$ cat config.mk
export PLATFORM = sky130hd
export DESIGN_NAME = input_port_controller
export DESIGN_NICKNAME = d
export VERILOG_FILES = /design/src/rtl/io_pkg.sv /design/src/rtl/button_debouncer.sv /design/src/rtl/input_port_controller.sv
export SDC_FILE = /design/constraint.sdc
export NUM_CORES = 1
export LEC_CHECK = 0
export ABC_AREA = 1
export CAP_MARGIN = 0
export CORE_MARGIN = 2
export CORE_UTILIZATION = 25
export DETAILED_ROUTE_END_ITERATION = 10
export HOLD_SLACK_MARGIN = 0.06
export MAX_ROUTING_LAYER = met4
export SYNTH_ARGS = -nofsm -noshare
export SYNTH_HDL_FRONTEND = slang
export SYNTH_SLANG_ARGS = --single-unit
$ cat constraint.sdc
create_clock -name clock -period 1.13 [get_ports clock]
set_input_delay 0.226 -clock clock [delete_from_list [all_inputs] [get_ports clock]]
set_output_delay 0.226 -clock clock [all_outputs]
set_load 0.03 [all_outputs]
$ cat src/rtl/io_pkg.sv
// Shared definitions for the board I/O path.
// State encodings and default word widths.
package io_pkg;

   localparam int DATA_WIDTH_DEF   = 32;
   localparam int SWITCH_WIDTH_DEF = 18;

   typedef enum logic [1:0] {
      IDLE         = 2'd0,
      ARMED        = 2'd1,
      CAPTURE      = 2'd2,
      WAIT_RELEASE = 2'd3
   } state_e;

endpackage

$ cat src/rtl/button_debouncer.sv
// Two-flop synchronizer, stability counter and rising-edge pulse.
// Shared by the confirm and debug button paths.
module button_debouncer #(
   parameter int DEBOUNCE_CYCLES = 16
) (
   input  logic clock,
   input  logic reset,
   input  logic raw,
   output logic level,
   output logic rise
);

   localparam int CW = $clog2(DEBOUNCE_CYCLES);
   localparam logic [CW-1:0] LAST = CW'(DEBOUNCE_CYCLES - 1);

   logic [1:0]    sync_q, sync_d;
   logic [CW-1:0] count_q, count_d;
   logic          level_q, level_d;
   logic          rise_q, rise_d;

   always_comb begin
      sync_d  = {sync_q[0], raw};
      count_d = '0;
      level_d = level_q;
      rise_d  = 1'b0;
      // Only a disagreement with the debounced level advances the count
      if (sync_q[1] != level_q) begin
         if (count_q == LAST) begin
            level_d = ~level_q;
            rise_d  = ~level_q;
         end else begin
            count_d = count_q + 1'b1;
         end
      end
   end

   always_ff @(posedge clock) begin
      if (reset) begin
         sync_q  <= '0;
         count_q <= '0;
         level_q <= 1'b0;
         rise_q  <= 1'b0;
      end else begin
         sync_q  <= sync_d;
         count_q <= count_d;
         level_q <= level_d;
         rise_q  <= rise_d;
      end
   end

   assign level = level_q;
   assign rise  = rise_q;

endmodule

$ cat src/rtl/input_port_controller.sv
// Switch reader for the IN instruction: debounced confirm,
// PC stall while pending, one-cycle valid strobe on capture.
module input_port_controller
   import io_pkg::*;
#(
   parameter int DATA_WIDTH      = DATA_WIDTH_DEF,
   parameter int SWITCH_WIDTH    = SWITCH_WIDTH_DEF,
   parameter int DEBOUNCE_CYCLES = 16,
   parameter bit SIGN_EXTEND     = 1'b1
) (
   input  logic                    clock,
   input  logic                    reset,
   input  logic [SWITCH_WIDTH-1:0] switches,
   input  logic                    confirm_button,
   input  logic                    read_request,
   output logic [DATA_WIDTH-1:0]   read_data,
   output logic                    data_valid,
   output logic                    stall,
   output logic                    waiting
);

   function automatic logic [DATA_WIDTH-1:0] extend(
      input logic [SWITCH_WIDTH-1:0] sw
   );
      logic fill;
      fill = SIGN_EXTEND & sw[SWITCH_WIDTH-1];
      return {{(DATA_WIDTH-SWITCH_WIDTH){fill}}, sw};
   endfunction

   logic btn_level;
   logic btn_rise;

   button_debouncer #(
      .DEBOUNCE_CYCLES(DEBOUNCE_CYCLES)
   ) u_dbc (
      .clock(clock),
      .reset(reset),
      .raw  (confirm_button),
      .level(btn_level),
      .rise (btn_rise)
   );

   state_e                  state_q, state_d;
   logic [SWITCH_WIDTH-1:0] sw_q, sw_d;
   logic [DATA_WIDTH-1:0]   read_data_q, read_data_d;
   logic                    data_valid_q, data_valid_d;
   logic                    waiting_q, waiting_d;

   always_comb begin
      state_d      = state_q;
      sw_d         = switches;
      read_data_d  = read_data_q;
      data_valid_d = 1'b0;
      waiting_d    = 1'b0;
      unique case (state_q)
         IDLE: begin
            if (read_request)
               state_d = btn_rise ? CAPTURE : ARMED;
         end
         ARMED: begin
            if (!read_request)
               state_d = IDLE;
            else if (btn_rise)
               state_d = CAPTURE;
         end
         CAPTURE: state_d = WAIT_RELEASE;
         WAIT_RELEASE: begin
            if (!btn_level)
               state_d = IDLE;
         end
         default: state_d = IDLE;
      endcase
      // Outputs are registered against the state being entered
      if (state_d == CAPTURE) begin
         read_data_d  = extend(sw_q);
         data_valid_d = 1'b1;
      end
      waiting_d = (state_d == ARMED);
   end

   always_ff @(posedge clock) begin
      if (reset) begin
         state_q      <= IDLE;
         sw_q         <= '0;
         read_data_q  <= '0;
         data_valid_q <= 1'b0;
         waiting_q    <= 1'b0;
      end else begin
         state_q      <= state_d;
         sw_q         <= sw_d;
         read_data_q  <= read_data_d;
         data_valid_q <= data_valid_d;
         waiting_q    <= waiting_d;
      end
   end

   assign read_data  = read_data_q;
   assign data_valid = data_valid_q;
   assign waiting    = waiting_q;
   assign stall      = read_request & ~data_valid_q;

endmodule

### Word level (Yosys, flattened, before mapping)

Index checks and enable logic that the tools add are counted.

| operators by class | value |
|---|---|
| $add $sub $neg | 1 |
| $mul | 0 |
| div/mod/pow operators | 0 |
| $lt $le $gt $ge | 0 |
| equal/unequal tests | 7 |
| shifts and indexed selects | 0 |
| multiplexer cells | 7 |
| bitwise gates (word level) | 5 |
| reduce and logical (&&, ||, !) cells | 4 |

Operators by type and width:

| cell | count |
|---|---|
| $mux W2 | 5 |
| $pmux W2 S4 | 1 |
| $eq A2 B2 Y1 const B | 3 |
| $reduce_or A3 Y1 | 2 |
| $add A4 B1 Y4 const B | 1 |
| $eq A2 B1 Y1 const B | 2 |
| $eq A4 B4 Y1 const B | 1 |
| $not A1 Y1 | 4 |
| $logic_not A2 Y1 | 1 |
| $reduce_and A2 Y1 | 1 |
| $and A1 B1 Y1 | 1 |
| $mux W1 | 1 |
| $ne A1 B1 Y1 | 1 |

| word-level totals | value |
|---|---|
| flip-flop bits (word level) | 48 |
| bits in latches | 0 |
| memory bits (writable) | 0 |
| bits in read-only memories | 0 |
| output and inout bits | 35 |
| word-level logic and storage cells | 33 |
| memories | 0 |

### Depth between registers and ports, before layout

| depth | value |
|---|---|
| depth after elaboration | 5 |
| depth in mapped cells | 6 |
| gate-level depth less buffers | 5 |

### By module

A second synthesis with hierarchy kept.

| unflattened totals | value |
|---|---|
| cell total of the unflattened synthesis | 240 |
| area total of the unflattened synthesis | 1806.7 um^2 |

By module, submodules not included:

| module | times used | cells each | area each (um^2) | sequential area each (um^2) |
|---|---|---|---|---|
| input_port_controller | 1 | 204 | 1508.9 | 800.8 |
| button_debouncer | 1 | 36 | 297.8 | 160.2 |

### Worst setup path after synthesis

Ideal clock, no wire load.

| timing path | value |
|---|---|
| kind | flip-flop to output port |
| start | register, netlist name read_data[17] |
| end | output read_data[18] |
| data arrival time | 975 ps |
| required time | 904 ps |
| slack | -71 ps |
| cell stages (with the launch flop) | 2 |
| cells stage by stage | dfxtp_1 > buf_4 |

RTL lines:

| item | line | text |
|---|---|---|
| to (decl) | input_port_controller.sv:16 | `output logic [DATA_WIDTH-1:0] read_data,` |

No word-level cell between the ends.

### Worst setup path after layout

| timing path | value |
|---|---|
| start | register, netlist name read_data[17] |
| end | output read_data[28] |

No word-level cell between the ends.

==> tab_implementation.tex <==
\begin{tabular}{lr}
\hline
Metric & Value \\
\hline
\multicolumn{2}{l}{\textbf{Setup path}} \\
\quad Worst setup EP type & primary output \\
\quad Critical path required time & $\sim$0.9 ns \\
\quad Largest incremental delay on the critical path & 0.43 ns \\
\quad R2R Setup Slk & around 0.090 ns \\
\quad Depth of the worst register-to-register path & 4 \\
\quad Critical path, cell by cell & buf\_4 \\
\quad CP max-delay cell & sky130\_fd\_sc\_hd\_\_dfxtp\_4 \\
\quad Worst Setup Start Kind & flop \\
\quad Critical register-to-register path startpoint & u\_dbc.count\_q[0]\$\_SDFF\_PP0\_ \\
\quad Cell family with the largest share of critical-path delay & flip-flops \\
\quad Combined buffer and inverter count along the critical path & 1 \\
\quad Critical path start-end classification & reg -> out \\
\quad Reg-to-reg critical path endpoint & u\_dbc.count\_q[2]\$\_SDFF\_PP0\_ \\
\quad Critical Path AT & 0.91 ns \\
\quad Maximum fanout along the worst path & 16 \\
\multicolumn{2}{l}{\textbf{Synthesis}} \\
\quad Dominant synthesized flop cell & sky130\_fd\_sc\_hd\_\_dfxtp\_1 \\
\quad Top-area cell type share of the netlist area & a little over half \\
\quad \#FFs+latches synth & 48 \\
\quad Top-count cell post-synth & sky130\_fd\_sc\_hd\_\_nor2\_1 \\
\quad Post-Synthesis Mean Instance Area & approximately 7.5 um\^{}2 \\
\quad Async S/R FF share, synth & 0\% \\
\quad Synth Area in Adders & less than 1\% \\
\quad Distinct cell type count of the synthesized netlist & 14 \\
\quad Post-synth top area cell & sky130\_fd\_sc\_hd\_\_dfxtp\_1 \\
\quad Synthesized netlist net count & 263 \\
\quad Post-synthesis instance area & 0.00180 mm\^{}2 \\
\quad Simple-Gate Fraction of Synth Area & between 20\% and 30\% \\
\quad Main area contributors after synthesis & sky130\_fd\_sc\_hd\_\_dfxtp\_1 (53\%), sky130\_fd\_sc\_hd\_\_nor2\_1 (13\%), sky130\_fd\_sc\_hd\_\_inv\_1 (9.8\%) \\
\quad Combinational family with the most area after synthesis & simple AND/OR/NAND/NOR gates \\
\quad Leading post-synthesis cells by instance count & sky130\_fd\_sc\_hd\_\_nor2\_1 (64), sky130\_fd\_sc\_hd\_\_dfxtp\_1 (48), sky130\_fd\_sc\_hd\_\_inv\_1 (47), sky130\_fd\_sc\_hd\_\_nand2\_1 (47), sky130\_fd\_sc\_hd\_\_buf\_4 (15) \\
\quad Synth Area in Compound Gates & 0.278\% \\
\quad Syn Inst Count & between 200 and 250 \\
\quad Portion of the post-synthesis area used by sequential elements & between 50 and 60\% \\
\quad Number of warning messages in the yosys log & 0 \\
\quad Multiplexer share of the synthesized area & 0\% \\
\quad Number of flops mapped to enable cells by yosys & 0 \\
\quad XOR/XNOR Fraction of Synth Area & less than 1\% \\
\multicolumn{2}{l}{\textbf{STA}} \\
\quad RSZ-0062 raised after global routing & yes \\
\quad Number of failing setup endpoints in the final timing report & 9 \\
\quad Sum of negative setup slack & -0.00824 ns \\
\quad Peak clock frequency supported by timing & 882 MHz \\
\quad Worst hold slack & 0.409 ns \\
\quad Setup slack after layout & -0.00340 ns \\
\quad Tightest slew margin relative to the limit & 85.5\% \\
\quad Fin crit period & about 1.1 ns \\
\quad Fin Clk Skew & 0.00585 ns \\
\quad Count of endpoints failing hold in the final timing report & 0 \\
\quad Final worst-path cycle share & 100\% \\
\quad Fin. max-slew vios & 0 \\
\quad Slew @ Worst Pin & 0.218 ns \\
\multicolumn{2}{l}{\textbf{Floorplanning}} \\
\quad Die Y-Extent & a little under 90 um \\
\quad Die area & between 0.007 and 0.008 mm\^{}2 \\
\quad Rows & 30 \\
\quad Number of top-level design ports & 57 \\
\quad Effective utilization at floorplan & a little over a quarter \\
\quad Width of the chip & between 80 and 90 um \\
\quad Core Region & about 0.0069 mm\^{}2 \\
\multicolumn{2}{l}{\textbf{GRT}} \\
\quad Grt total ovfl & 0 \\
\quad Global-route total usage across every layer & a little under a tenth \\
\quad Initial antenna violation count & 0 \\
\quad Largest net degree at the start of global routing & 27 \\
\quad First-pass GRT wire length & approximately 5.6 mm \\
\quad Number of global-route vias before repair & 1356 \\
\multicolumn{2}{l}{\textbf{Clock tree}} \\
\quad TritonCTS sink count & 48 \\
\quad CTS HTree Levels & 2 \\
\quad Number of buffers added for setup after CTS & 0 \\
\quad Number of hold buffers added after cts & 0 \\
\quad Insertion delay of the later-clocked pin in the worst-skew pair & 0.29 ns \\
\quad CTS tree & built \\
\quad Clk root buf & sky130\_fd\_sc\_hd\_\_clkbuf\_8 \\
\quad CTS clk-pin slew, worst paths & 0.09 ns \\
\quad Clock tree buffer depth & 2 \\
\quad Clock buffer count from CTS & 5 \\
\multicolumn{2}{l}{\textbf{Pwr}} \\
\quad Proportion of total power due to net switching & 20.4\% \\
\quad Power per cell area & 1270 mW/mm\^{}2 \\
\quad Part of the total power dissipated in combinational logic & 6.1\% \\
\quad Worst voltage drop across the vdd grid & roughly 510 uV \\
\quad Leakage power summed over all cells & around 1.3 nW \\
\quad Clk network pwr share & between 30\% and 40\% \\
\quad Switching power of the nets & roughly 0.64 mW \\
\quad Sequential share of power & between 50\% and 60\% \\
\quad Internal power consumption & approximately 2.5 mW \\
\multicolumn{2}{l}{\textbf{Layout}} \\
\quad Area growth from synthesis to layout & 37.7\% \\
\quad Layout cell share with drive strength beyond 1 & roughly a fifth \\
\quad Final antenna diode count & 0 \\
\quad Final layout net count & roughly 310 \\
\quad Final core utilization & a little over a third \\
\quad Count of fill cells added during filler insertion & 720 \\
\quad Final Instance Count excl. Fillers & around 390 \\
\quad Final design area excluding fillers & about 0.0025 mm\^{}2 \\
\multicolumn{2}{l}{\textbf{Route}} \\
\quad First-pass iteration count of the detailed router & 4 \\
\quad Wire length reported by the detailed router & around 3.3 mm \\
\quad Routed len/inst & 8.56 um \\
\quad Residual DRC count & 0 \\
\quad Count of vias placed by the detailed router & approximately 1400 \\
\quad Vias/cell & roughly 3.7 \\
\quad DR iter-0 viols & 39 \\
\quad Detail Route Antenna Nets & 0 \\
\multicolumn{2}{l}{\textbf{Hold path}} \\
\quad End point of the worst hold path & u\_dbc.sync\_q[1]\$\_SDFF\_PP0\_ \\
\quad Worst min path class & reg -> reg \\
\quad Hold path startpoint & u\_dbc.sync\_q[0]\$\_SDFF\_PP0\_ \\
\quad Hold Path Stages & 2 \\
\multicolumn{2}{l}{\textbf{Job}} \\
\quad Max-cap violations & 0 \\
\multicolumn{2}{l}{\textbf{Placed design}} \\
\quad Number of cells in the design after placement & around 380 \\
\quad RD Place Congestion & about 0.74 \\
\quad Hpwl dp & 2.45 mm \\
\quad Area after DPL & between 0.002 and 0.0025 mm\^{}2 \\
\quad Buffers on Ports & 56 \\
\multicolumn{2}{l}{\textbf{Run status}} \\
\quad Status & finished with violations \\
\quad Violated checks & negative setup slack \\
\hline
\end{tabular}
-- power groups by stage --
stage	logic (mW)	clock network, mW	registers, mW
2_1_floorplan	0.0633	0	1.79
3_3_place_gp	0.191	0	1.79
3_5_place_dp	0.192	0	1.79
4_1_cts	0.191	1.26	1.74
5_1_grt	0.211	1.34	1.75
6_report	0.191	1.21	1.74
-- cells in the final DEF, fill, tap and decap left out --
cell / synthesis / layout
sky130_fd_sc_hd__nor2_2: 0 / 1
sky130_fd_sc_hd__nand3_2: 0 / 1
sky130_fd_sc_hd__bufinv_16: 0 / 1
sky130_fd_sc_hd__buf_4: 15 / 39
sky130_fd_sc_hd__ha_1: 1 / 1
sky130_fd_sc_hd__nor3_1: 1 / 1
sky130_fd_sc_hd__buf_12: 0 / 4
sky130_fd_sc_hd__dfxtp_1: 48 / 46
sky130_fd_sc_hd__clkdlybuf4s50_1: 0 / 20
sky130_fd_sc_hd__nand3_4: 1 / 1
sky130_fd_sc_hd__dfxtp_4: 0 / 1
sky130_fd_sc_hd__clkinvlp_4: 0 / 1
sky130_fd_sc_hd__xnor2_1: 1 / 1
sky130_fd_sc_hd__clkbuf_8: 0 / 5
sky130_fd_sc_hd__nand3_1: 5 / 4
sky130_fd_sc_hd__clkdlybuf4s15_1: 0 / 1
sky130_fd_sc_hd__a21oi_1: 1 / 1
sky130_fd_sc_hd__nand4_1: 2 / 2
sky130_fd_sc_hd__inv_1: 47 / 47
sky130_fd_sc_hd__clkinv_2: 0 / 1
sky130_fd_sc_hd__nand2_1: 47 / 47
sky130_fd_sc_hd__buf_6: 2 / 1
sky130_fd_sc_hd__dfxtp_2: 0 / 1
sky130_fd_sc_hd__nor2_1: 64 / 63
-- cell type report --
class | instances | area (um^2) | area share (%)
Clock buffer | 5 | 68.8 | 2.78
Sequential cell | 48 | 966 | 39.0
Multi-Input combinational cell | 123 | 510 | 20.6
Inverter | 47 | 176 | 7.12
Timing Repair Buffer | 65 | 594 | 24.0
Clock inverter | 3 | 42.5 | 1.72
Tap cell | 96 | 120 | 4.85
-- registers in the layout (all words and copies together) (netlist names) --
register	cells
waiting	1
u_dbc.rise	1
read_data	18
u_dbc.count_q	4
state_q	2
u_dbc.sync_q	2
data_valid	1
sw_q	18
u_dbc.level	1
-- cell families (layout without fill, tap and decap cells) --
group,count (synthesis),after routing
AND/OR/NAND/NOR,120,120
AO/OA/AOI/OAI,1,1
adder cells (fa/ha/maj),1,1
flip-flops,48,48
buffers and inverters,69,120
XOR/XNOR,1,1
-- worst reg2reg max path: cells and delay by family, from the launching register on --
kind | cells | cell delay [ns]
AND/OR/NAND/NOR | 3 | 0.34
adder cells (fa/ha/maj) | 1 | 0.22
flip-flops | 1 | 0.38
-- worst max-delay path by stage --
stage,start,endpoint,slack [ns],cells past startpoint
after CTS,read_data[17]$_SDFFE_PP0N_,read_data[28],-0.03,1
after floorplan,data_valid$_SDFF_PP0_,stall,0.06,1
final,read_data[17]$_SDFFE_PP0N_,read_data[28],-0.003,1
after detailed placement,read_request,read_data[1]$_SDFFE_PP0N_,-0.24,5
after global placement,read_request,read_data[17]$_SDFFE_PP0N_,-0.21,5
after global routing,read_data[17]$_SDFFE_PP0N_,read_data[26],-0.07,1
-- per-stage QoR --
step                power, mW  setup WS (ns)
global route             3.29        -0.0670
CTS                      3.19        -0.0298
floorplan                1.85         0.0560
finish                   3.14       -0.00340
global placement         1.98         -0.211
detailed placement       1.98         -0.241
-- repair_timing --
action,CTS,global route
pin swaps,0,1
endpoints found under the setup margin,16,20
hold endpoints to repair,0,0
gates resized for setup,2,5
-- layer usage --
layer  vias to the layer above  part of all wire [%]  wire length (um)  global-route usage, %
li1                        766                     -                 -                      -
met1                       613                    45              1500                   10.2
met2                        47                    46              1540                   15.7
met3                         2                   7.8               259                   3.45
met4                         0                  0.39                13                   2.07
met5                         -                     0                 0                      -
(Power assumes the default switching activity.)
